### config.mk
export PLATFORM = sky130hd
export DESIGN_NAME = bmf_stream_decoder
export DESIGN_NICKNAME = d
export VERILOG_FILES = /design/src/rtl/bmf_pkg.sv /design/src/rtl/bmf_row_combine.sv /design/src/rtl/bmf_stream_decoder.sv
export SDC_FILE = /design/constraint.sdc
export NUM_CORES = 1
export LEC_CHECK = 0
export ABC_AREA = 0
export BUFFER_PORTS_ARGS = -buffer_cell sky130_fd_sc_hd__buf_2
export CAP_MARGIN = 20
export CORE_MARGIN = 3
export CORE_UTILIZATION = 25
export CTS_BUF_LIST = sky130_fd_sc_hd__clkbuf_8
export CTS_CLUSTER_SIZE = 24
export DETAILED_ROUTE_END_ITERATION = 6
export SYNTH_ARGS = -nofsm -noshare
export SYNTH_HDL_FRONTEND = slang
export SYNTH_SLANG_ARGS = --single-unit
export TNS_END_PERCENT = 50
### constraint.sdc
create_clock -name clk -period 3.84 [get_ports clk]
set_input_delay 0.192 -clock clk [delete_from_list [all_inputs] [get_ports clk]]
set_output_delay 0.192 -clock clk [all_outputs]
set_load 0.05 [all_outputs]
### src/rtl/bmf_pkg.sv
// Shared types and defaults for the Boolean-matrix-factorisation stream decoder.
package bmf_pkg;

  typedef enum logic [1:0] {
    UNCFG = 2'd0,
    LOAD  = 2'd1,
    RUN   = 2'd2,
    DRAIN = 2'd3
  } state_e;

  localparam logic MODE_OR  = 1'b0;
  localparam logic MODE_XOR = 1'b1;

  localparam int DEF_K = 7;
  localparam int DEF_M = 8;

endpackage

### src/rtl/bmf_row_combine.sv
// Combinational expansion of a latent vector through a flattened K x M basis,
// OR-ing or XOR-ing together the rows selected by set bits of k.
module bmf_row_combine
  import bmf_pkg::*;
#(
  parameter int K = DEF_K,
  parameter int M = DEF_M
) (
  input  logic [K*M-1:0] h_i,
  input  logic [K-1:0]   k_i,
  input  logic           mode_i,
  output logic [M-1:0]   po_o
);

  always_comb begin
    po_o = '0;
    for (int i = 0; i < K; i++) begin
      if (k_i[i]) begin
        if (mode_i == MODE_XOR) begin
          po_o = po_o ^ h_i[i*M +: M];
        end else begin
          po_o = po_o | h_i[i*M +: M];
        end
      end
    end
  end

endmodule

### src/rtl/bmf_stream_decoder.sv
// Run-time programmable BMF decompressor: holds the basis matrix H and mode,
// decodes each accepted latent vector into one registered partition word.
module bmf_stream_decoder
  import bmf_pkg::*;
#(
  parameter int K  = DEF_K,
  parameter int M  = DEF_M,
  parameter int RW = (K > 1) ? $clog2(K) : 1
) (
  input  logic          clk,
  input  logic          rst_n,
  input  logic          cfg_valid,
  output logic          cfg_ready,
  input  logic [RW-1:0] cfg_row,
  input  logic [M-1:0]  cfg_data,
  input  logic          cfg_last,
  input  logic          cfg_mode,
  input  logic          in_valid,
  output logic          in_ready,
  input  logic [K-1:0]  in_k,
  output logic          out_valid,
  input  logic          out_ready,
  output logic [M-1:0]  out_po,
  output logic          loaded,
  output logic          cfg_err
);

  state_e         state_q;
  logic [K*M-1:0] h_q;
  logic           mode_q;
  logic           out_valid_q;
  logic [M-1:0]   out_po_q;
  logic           cfg_err_q;
  logic           loaded_q;

  logic           cfg_fire;
  logic           in_fire;
  logic           row_ok;
  logic [M-1:0]   po_d;

  // A pending cfg_valid in RUN blocks new input so H never changes under a live word.
  assign cfg_ready = (state_q == UNCFG) || (state_q == LOAD);
  assign in_ready  = (state_q == RUN) && !cfg_valid && (!out_valid_q || out_ready);
  assign cfg_fire  = cfg_valid && cfg_ready;
  assign in_fire   = in_valid && in_ready;
  assign row_ok    = (32'(cfg_row) < 32'(K));

  bmf_row_combine #(
    .K(K),
    .M(M)
  ) u_row_combine (
    .h_i   (h_q),
    .k_i   (in_k),
    .mode_i(mode_q),
    .po_o  (po_d)
  );

  always_ff @(posedge clk or negedge rst_n) begin
    if (!rst_n) begin
      state_q     <= UNCFG;
      h_q         <= '0;
      mode_q      <= MODE_OR;
      out_valid_q <= 1'b0;
      out_po_q    <= '0;
      cfg_err_q   <= 1'b0;
      loaded_q    <= 1'b0;
    end else begin
      if (cfg_fire) begin
        for (int i = 0; i < K; i++) begin
          if (row_ok && (cfg_row == RW'(i))) begin
            h_q[i*M +: M] <= cfg_data;
          end
        end
        if (!row_ok) begin
          cfg_err_q <= 1'b1;
        end
      end

      if (in_fire) begin
        out_po_q    <= po_d;
        out_valid_q <= 1'b1;
      end else if (out_ready) begin
        out_valid_q <= 1'b0;
      end

      case (state_q)
        UNCFG, LOAD: begin
          if (cfg_fire) begin
            if (cfg_last) begin
              mode_q   <= cfg_mode;
              state_q  <= RUN;
              loaded_q <= 1'b1;
            end else begin
              state_q <= LOAD;
            end
          end
        end
        RUN: begin
          if (cfg_valid) begin
            state_q  <= DRAIN;
            loaded_q <= 1'b0;
          end
        end
        DRAIN: begin
          if (!out_valid_q) begin
            state_q <= LOAD;
          end
        end
        default: begin
          state_q  <= UNCFG;
          loaded_q <= 1'b0;
        end
      endcase
    end
  end

  assign out_valid = out_valid_q;
  assign out_po    = out_po_q;
  assign loaded    = loaded_q;
  assign cfg_err   = cfg_err_q;

endmodule

==> flow_results.org, run 1 <==
** Power and ir drop
- Overall power of the completed layout :: 0.00495 W
- Combinational group share of total power :: 59.0%
- For this design the static power due to leakage is 2.62 nW.
- The worst-case IR drop observed on VDD is 0.000326 V.
- Sequential group share of total power :: 27.9%
- For this design the ratio of total power to cell area is 815 mW/mm².
- In this run switching power makes up 43.1% of total power.
- The share of total power dissipated in the clock network is 13.1%.
- Net switching component of the power :: 0.00214 W
- Internal Dissipation :: 0.00281 W

** GRT
- For this run the aggregate overflow at the end of global routing stands at 0.
- Global routing usage summed across all routing layers :: 12.1%
- Number of antenna violations at the first check in global routing :: 0
- Global-route wire length before repair :: 21800 µm
- Number of global-route vias before repair :: 4311
- Entering global routing, the biggest net connects 40 pins.

** Final layout
- Sequential cell area :: 0.00175 mm²
- Measured on the finished design, the core utilization comes to 30.7%.
- Most common cell after layout, fill and taps aside :: sky130_fd_sc_hd__nand2_1
- The filler cells instantiated in the layout total 2102.
- Synthesis-to-layout area growth :: 18.5%
- Share of post-route cells with drive strength above 1 :: 22.4%
- Most used cells in the layout excluding fill and tap cells :: 92 x sky130_fd_sc_hd__nand2_1, 69 x sky130_fd_sc_hd__dfrtp_1, 46 x sky130_fd_sc_hd__o21ai_0
- Area of combinational cells with multiple inputs :: 0.00321 mm²
- The final layout contains 694 nets.
- The number of antenna diodes in the final layout is 0.

** Yosys
- Cell count after synthesis :: 589
- FFs w/ async S/R, synth :: 100%
- Area share of the largest cell type after synthesis :: 34.2%
- Number of nets produced by synthesis :: 646
- After synthesis the netlist holds a flip-flop and latch count of 70.
- A synthesized cell averages 8.71 µm².
- Commonest register cell after synthesis :: sky130_fd_sc_hd__dfrtp_1
- Cell variety after synth :: 64
- Main area contributors after synthesis :: sky130_fd_sc_hd__dfrtp_1 34%, sky130_fd_sc_hd__mux2_2 8.8%, sky130_fd_sc_hd__ha_1 7.8%
- Area of the mapped netlist :: 0.00513 mm²
- Counting flops with a built-in enable in the synthesized netlist gives 0.
- The biggest area contributor in the post-synthesis netlist is sky130_fd_sc_hd__dfrtp_1.
- For this run, the number of Yosys warnings is 0.
- Sequential share of the synthesized area :: 34.2%

** Worst hold path
- The min-delay analysis places its worst path in the category in2reg.
- Number of cells on the worst hold path :: 3

** Setup path
- STA classifies the critical path startpoint as a flip-flop.
- Cells along the critical path :: nand2_2 -> ha_4 -> or2b_1 -> and4_1 -> a221oi_2 -> buf_4 -> xnor2_1 -> nor2_1 -> nor3_1 -> a21oi_1 -> ha_1 -> nand2_1 -> o211ai_1 -> o311ai_1 -> or3_1 -> o31a_1 -> ha_1 -> nand2_1 -> o21ai_0 -> nand2_1 -> o221ai_2
- Crit end category :: flip-flop
- Startpoint of the worst setup timing path :: h_q[4]
- Counting buffers and inverters, the worst setup path is 21 cells deep.
- Worst path required time :: 4060 ps
- Type of the worst setup path :: reg2reg
- The worst register-to-register path has a setup slack of 210 ps.
- Along the worst path, the maximum fanout reaches 3.
- Grouping stages by cell kind, the critical path spends the most delay in simple AND/OR/NAND/NOR gates.
- In this run the worst setup path terminates at out_po[4].
- Most common cell on crit path :: sky130_fd_sc_hd__nand2_1
- At the worst endpoint, the arrival time is 3850 ps.
- Cell count of the worst reg-to-reg path :: 21
- Buffers & Inverters on Critical Path :: 1
- Endpoint of the lowest-slack register-to-register path :: out_po[4]
- Delay of the slowest critical-path stage :: 400 ps
- Among all stages on the critical path, the largest delay is contributed by sky130_fd_sc_hd__dfrtp_1.
- Launch point of the worst reg-to-reg path :: h_q[4]

** Placed design
- In this run the tool buffered the top-level ports with 37 buffer cells.
- After legalization and detailed placement, the total HPWL measured 9840 µm.
- Routability cong. :: 0.832
- Prior to clock tree synthesis, the placed netlist has a worst setup slack of 34.1 ps.

** Floorplan
- The floorplan step set the die height to 149 µm.
- Total I/O pin count :: 38
- Core Area :: 0.0198 mm²
- Overall die width :: 149 µm
- Number of cell rows :: 51
- The die covers 0.0223 mm².
- The initial utilization of the core area, before any placement, comes to 25.9%.

** STA
- Total count of hold-check failures in the final report :: 0
- The worst path in the final design needs a cycle of 3630 ps, including I/O delays and setup.
- Setup-violating endpoint count in the final report :: 0
- Max-slew headroom at the worst pin :: 40.4%
- Worst clock skew on the final layout :: 9.48 ps
- Setup slack closes at 215 ps.
- Part of the cycle the worst path needs :: 94.4%
- For the pin with the worst max-slew slack, the measured transition is 891 ps.
- RSZ-0062 raised after global routing :: true
- Maximum clock frequency :: 276 MHz
- TNS Setup :: 0 ps
- Number of slew-limit violations in the final report :: 0

** Route
- Detail-routed net length per standard cell :: 14.4 µm
- The detailed router finished its first iteration with 224 violations.
- The detail route stage leaves a number of antenna-violating nets equal to 0.
- For this run, design rule violations remaining after detail routing come to 0.
- The first detailed-routing pass ran for 4 iterations.
- Summing over every cut layer, the via total after detailed routing is 4416.
- Using the TritonRoute via totals, the vias-per-cell ratio works out to 4.87.
- Total length of routed wires :: 13000 µm

** CTS
- For the worst-skew pair, the clock arrives at the later sink with an insertion delay of 350 ps.
- TritonCTS built the clock tree.
- CTS HTree Levels :: 3
- CTS sink cnt :: 70
- After clock tree synthesis, the clock-pin slew on the worst setup and hold paths is 80 ps.
- Total CTS buffers :: 9
- Clk Tree Root Cell :: sky130_fd_sc_hd__clkbuf_8
- No sink is reached through more buffers than the 2 on the longest clock path.

** Outcome
- The run finished with clean final reports.

** Flow run
- Number of maximum-capacitance violations :: 0
-- synth_stat cells (all sizes together), types with 3 or more instances --
cell type	instances
a21o	3
a21oi	20
a221oi	7
a22oi	4
a311oi	6
a31oi	7
a32oi	4
a41oi	4
and2	4
and3	6
and3b	4
buf	13
clkbuf	16
dfrtp	70
ha	32
inv	34
mux2	40
mux2i	3
nand2	94
nand2b	12
nand3	9
nand3b	9
nand4	3
nor2	35
nor2b	5
nor3	6
o211ai	9
o21a	4
o21ai	49
o221ai	6
o311ai	3
o31a	3
o31ai	3
or3	6
xnor2	19
xor2	9
-- registers in the layout, indices dropped and copies added (netlist names) --
signal,count
mode_q,1
out_po,8
h_q,56
cfg_err,1
loaded,1
state_q,2
out_valid,1
-- worst register-to-register path, stage by stage, from the launching register on --
cell and delay, ps:
sky130_fd_sc_hd__dfrtp_1 400, sky130_fd_sc_hd__nand2_2 100, sky130_fd_sc_hd__ha_4 200, sky130_fd_sc_hd__or2b_1 260, sky130_fd_sc_hd__and4_1 190, sky130_fd_sc_hd__a221oi_2 240, sky130_fd_sc_hd__buf_4 170, sky130_fd_sc_hd__xnor2_1 110
sky130_fd_sc_hd__nor2_1 80, sky130_fd_sc_hd__nor3_1 140, sky130_fd_sc_hd__a21oi_1 60, sky130_fd_sc_hd__ha_1 290, sky130_fd_sc_hd__nand2_1 50, sky130_fd_sc_hd__o211ai_1 90, sky130_fd_sc_hd__o311ai_1 110, sky130_fd_sc_hd__or3_1 310
sky130_fd_sc_hd__o31a_1 130, sky130_fd_sc_hd__ha_1 270, sky130_fd_sc_hd__nand2_1 60, sky130_fd_sc_hd__o21ai_0 70, sky130_fd_sc_hd__nand2_1 90, sky130_fd_sc_hd__o221ai_2 80
-- per-layer routing --
| metal | vias to the layer above | wire [µm] | track usage (%) |
|---|---|---|---|
| li1 | 2214 | - | - |
| met1 | 2114 | 6180 | 16.1 |
| met2 | 72 | 6220 | 20.5 |
| met3 | 16 | 429 | 2.19 |
| met4 | 0 | 195 | 2.88 |
| met5 | - | 0 | 0 |
-- power by group through the flow --
| stage | sequential, W | combinational (W) | clock, W |
|---|---|---|---|
| after global placement | 0.00140 | 0.00272 | 0 |
| final | 0.00138 | 0.00292 | 0.000651 |
| after CTS | 0.00139 | 0.00278 | 0.000681 |
| after floorplan | 0.00149 | 0.00200 | 0 |
| after global routing | 0.00144 | 0.00332 | 0.000705 |
| after detailed placement | 0.00141 | 0.00277 | 0 |
-- metrics by stage --
step	cells	hold WS, ps	cell area [µm²]
6_report	907	99.5	6080
5_1_grt	907	107	6080
4_1_cts	901	71.9	5930
3_5_place_dp	884	300	5700
3_3_place_gp	884	296	5700
2_1_floorplan	589	-104	5130
-- cell families (layout without fill, tap and decap cells) --
| group | Yosys count | after routing | share of synthesized area (%) |
|---|---|---|---|
| AO/OA/AOI/OAI | 147 | 147 | 19.6 |
| XOR/XNOR | 28 | 28 | 4.78 |
| adder cells (fa/ha/maj) | 32 | 32 | 7.81 |
| buffers and inverters | 64 | 117 | 5.03 |
| flip-flops | 70 | 70 | 34.2 |
| multiplexers | 43 | 43 | 9.37 |
| AND/OR/NAND/NOR | 205 | 205 | 19.3 |
-- worst min path at each step --
stage | endpoint | start | slack, ps
after floorplan | cfg_err | rst_n | -100
after global placement | state_q[1] | rst_n | 300
after detailed placement | state_q[1] | rst_n | 300
after CTS | out_valid | out_ready | 70
after global routing | out_valid | out_ready | 110
final | out_valid | out_ready | 100
-- final cells by class --
type	instances	area share, %
multi-input cells	455	52.8
flip-flops and latches	70	28.9
repair buffers	66	7.08
well taps	265	5.46
clock buffers	13	2.94
inverters	35	2.16
clock inverters	3	0.680
-- repair_timing --
action                                  in CTS  in global routing
hold buffers                                 1                  0
resized for setup                            0                 21
buffers inserted                             0                  6
endpoints found under the setup margin       0                  6
hold endpoints to repair                    31                  0
Power figures use the tool's default switching activity.
==> run 2: changes to the inputs <==
--- a/config.mk
+++ b/config.mk
@@ -10,7 +10,7 @@
 export CAP_MARGIN = 20
 export CORE_MARGIN = 3
 export CORE_UTILIZATION = 25
-export CTS_BUF_LIST = sky130_fd_sc_hd__clkbuf_8
+export CTS_BUF_LIST = sky130_fd_sc_hd__clkbuf_4 sky130_fd_sc_hd__clkbuf_8
 export CTS_CLUSTER_SIZE = 24
 export DETAILED_ROUTE_END_ITERATION = 6
 export SYNTH_ARGS = -nofsm -noshare
==> flow_results.org, run 2 (same netlist as run 1, synthesis figures left out) <==
** CTS
- Total CTS buffers :: 9 (unchanged)
- Clock transition at the registers of the reported paths :: 80 ps (about the same)
- The CTS tree is done (unchanged).
- The buffer levels on the longest clock path came to 2 (unchanged).
- Clk Tree Root Cell :: sky130_fd_sc_hd__clkbuf_8 (unchanged)
- The total number of H-tree levels came to 3 (unchanged).
- CTS sink cnt :: 70 (unchanged)
- Clk Latency, worst-skew pair :: 350 ps (about the same)

** Floorplan
- Die Height :: 149 µm (unchanged)
- Total I/O pin count :: 38 (unchanged)
- The count of standard-cell rows is 51 (unchanged).
- The floorplan die area is 0.0223 mm² (unchanged).
- Overall die width :: 149 µm (unchanged)
- Core Area :: 0.0198 mm² (unchanged)
- The effective utilization at floorplan is 25.9% (unchanged).

** STA
- RSZ-0062 raised after global routing: true (unchanged).
- The count of pins over their slew limit is 0 (unchanged).
- The final count of hold timing violations is 0 (unchanged).
- The upper clock frequency limit came to 276 MHz (about the same).
- The total of endpoints with negative setup slack in the final report was 0 (unchanged).
- The actual transition at the worst max-transition pin came to 903 ps (was 891 ps).
- Max-slew headroom at the worst pin :: 39.5% (was 40.4%)
- Worst clock skew on the final layout :: 7.65 ps (was 9.48 ps)
- Time the worst path needs with I/O delays and setup :: 3630 ps (about the same)
- The portion of the clock cycle consumed by the worst path in the final layout was 94.4% (about the same).
- The worst-case setup margin in the final layout is 213 ps (was 215 ps).
- The worst hold slack after final layout was 98.5 ps (was 99.5 ps).

** Worst hold path
- The start point of the worst min-delay path is out_ready (unchanged).
- Number of cells on the worst hold path :: 3 (unchanged)
- The endpoint of the worst hold path is out_valid (unchanged).
- Worst hold path class :: in2reg (unchanged)

** Setup path
- Crit end category :: flip-flop (unchanged)
- The maximum fanout count along the critical path is 3 (unchanged).
- Category of the worst setup path launch point :: flip-flop (unchanged)
- Setup slack of the worst register-to-register path :: 210 ps (about the same)
- The start point of the critical path was h_q[4] (unchanged).
- Type of the worst setup path :: reg2reg (unchanged)
- The data arrival at the endpoint of the critical path came to 3850 ps (about the same).
- Endpoint of the lowest-slack register-to-register path :: out_po[4] (unchanged)
- Worst path required time :: 4060 ps (about the same)
- Cell count of the worst reg-to-reg path :: 21 (unchanged)
- The startpoint of the lowest-slack register-to-register path was h_q[4] (unchanged).

** Route
- The final routed DRC violation total is 0 (unchanged).
- The post-route antenna net violation count came to 0 (unchanged).
- Via Count :: 4441 (was 4416)
- The routed wire length came to 13000 µm (about the same).
- Detailed-router iteration count before antenna repair :: 5 (was 4)
- The violation count after the first detailed-route iteration is 194 (was 224).
- The number of vias per cell after detailed routing came to 4.90 (was 4.87).
- Detail-routed net length per standard cell :: 14.3 µm (was 14.4 µm)

** Power and ir drop
- The switching power summed over all nets is 0.00214 W (about the same).
- The clock network fraction of total power is 13.3% (was 13.1%).
- The power density over the cells came to 816 mW/mm² (was 815 mW/mm²).
- Combinational group share of total power :: 58.9% (was 59.0%)
- The share of total power in sequential cells is 27.8% (was 27.9%).
- Max IR drop VDD :: 0.000325 V (was 0.000326 V)
- The net switching fraction of the power is 43.1% (about the same).
- Internal Dissipation :: 0.00282 W (was 0.00281 W)
- Leak pwr :: 2.62 nW (about the same)

** Final layout
- Antenna diodes :: 0 (unchanged)
- Share of post-route cells with drive strength above 1 :: 22.6% (was 22.4%)
- The number of fill cells in the layout came to 2103 (was 2102).
- Sequential cell area :: 0.00175 mm² (unchanged)
- The register name with the most flops was h_q (unchanged).
- Final layout net count :: 694 (unchanged)
- The number of flip-flops under the largest register name is 56 (unchanged).
- Most used cells in the layout excluding fill and tap cells: 92 x sky130_fd_sc_hd__nand2_1, 69 x sky130_fd_sc_hd__dfrtp_1, 46 x sky130_fd_sc_hd__o21ai_0 (unchanged).
- Area of combinational cells with multiple inputs :: 0.00321 mm² (unchanged)
- The relative area change from synthesis to final layout is 18.6% (was 18.5%).
- Most common cell after layout, fill and taps aside :: sky130_fd_sc_hd__nand2_1 (unchanged)
- Share of the core filled with cells in the final layout :: 30.7% (about the same)

** Placed design
- Detailed Place HPWL :: 9840 µm (unchanged)
- IO buf count :: 37 (unchanged)
- The final RePlAce weighted congestion was 0.832 (unchanged).
- Post-placement setup slack :: 34.1 ps (unchanged)

** GRT
- Number of antenna violations at the first check in global routing :: 0 (unchanged)
- Number of global-route vias before repair :: 4311 (unchanged)
- Overflow left after global routing :: 0 (unchanged)
- Global-route wire length before repair :: 21800 µm (about the same)
- The maximum number of pins on one net before global-route repair was 40 (unchanged).
- Global routing usage summed across all routing layers :: 12.1% (unchanged)

** Flow run
- Number of maximum-capacitance violations :: 0 (unchanged)

** Outcome
- Status: finished clean (unchanged).
==> run 2: worst max path at each step <==
stage               slack, ps   endpoint  depth (start not counted)
CTS                       0.7  out_po[1]                         21
detailed placement         30  out_po[1]                         21
floorplan                  50  out_po[4]                         21
global placement           50  out_po[1]                         21
global route              -80  out_po[1]                         21
finish                    210  out_po[4]                         21
==> run 2: metal layers <==
layer | vias up | track usage [%] | part of all wire [%]
li1 | 2214 | - | -
met1 | 2142 | 16.1 | 47
met2 | 69 | 20.5 | 48
met5 | - | 0 | 0
met3 | 16 | 2.19 | 3.2
met4 | 0 | 2.88 | 1.5
==> run 2: layout make-up <==
type / instances / area share, %
multi-input combinational: 455 / 52.8
sequential: 70 / 28.8
timing repair buffer: 66 / 7.08
tap: 265 / 5.45
clock buffer: 14 / 3.07
inverter: 35 / 2.16
clock inverter: 2 / 0.617
==> run 2: per-stage QoR <==
step                      setup TNS (ps)  std cells  power [W]  instance area, µm²
after floorplan                        0        589    0.00349                5130
after global placement                 0        884    0.00412                5700
after detailed placement               0        884    0.00417                5700
after CTS                              0        901    0.00486                5940
after global routing                -200        907    0.00547                6080
final                                  0        907    0.00496                6080
==> run 2: power groups by stage <==
stage / Sequential (W) / Clock [W] / Combinational [W]
6_report: 0.00138 / 0.000660 / 0.00292
3_3_place_gp: 0.00140 / 0 / 0.00272
4_1_cts: 0.00139 / 0.000691 / 0.00278
2_1_floorplan: 0.00149 / 0 / 0.00200
5_1_grt: 0.00144 / 0.000715 / 0.00332
3_5_place_dp: 0.00141 / 0 / 0.00277
==> run 2: worst max-delay path, cell delays in order, from the launching register on <==
cell and delay, ps:
sky130_fd_sc_hd__dfrtp_1 400, sky130_fd_sc_hd__nand2_2 100, sky130_fd_sc_hd__ha_4 200, sky130_fd_sc_hd__or2b_1 260, sky130_fd_sc_hd__and4_1 190, sky130_fd_sc_hd__a221oi_2 240, sky130_fd_sc_hd__buf_4 170, sky130_fd_sc_hd__xnor2_1 110
sky130_fd_sc_hd__nor2_1 80, sky130_fd_sc_hd__nor3_1 140, sky130_fd_sc_hd__a21oi_1 60, sky130_fd_sc_hd__ha_1 290, sky130_fd_sc_hd__nand2_1 50, sky130_fd_sc_hd__o211ai_1 90, sky130_fd_sc_hd__o311ai_1 110, sky130_fd_sc_hd__or3_1 310
sky130_fd_sc_hd__o31a_1 130, sky130_fd_sc_hd__ha_1 270, sky130_fd_sc_hd__nand2_1 60, sky130_fd_sc_hd__o21ai_0 70, sky130_fd_sc_hd__nand2_1 90, sky130_fd_sc_hd__o221ai_2 80
==> run 2: what timing repair did <==
| action | in CTS | in global routing |
|---|---|---|
| gates resized for setup | 0 | 21 |
| hold buffers | 1 | 0 |
| buffers inserted | 0 | 6 |
| setup endpoints to repair | 0 | 6 |
| hold endpoints to repair | 31 | 0 |
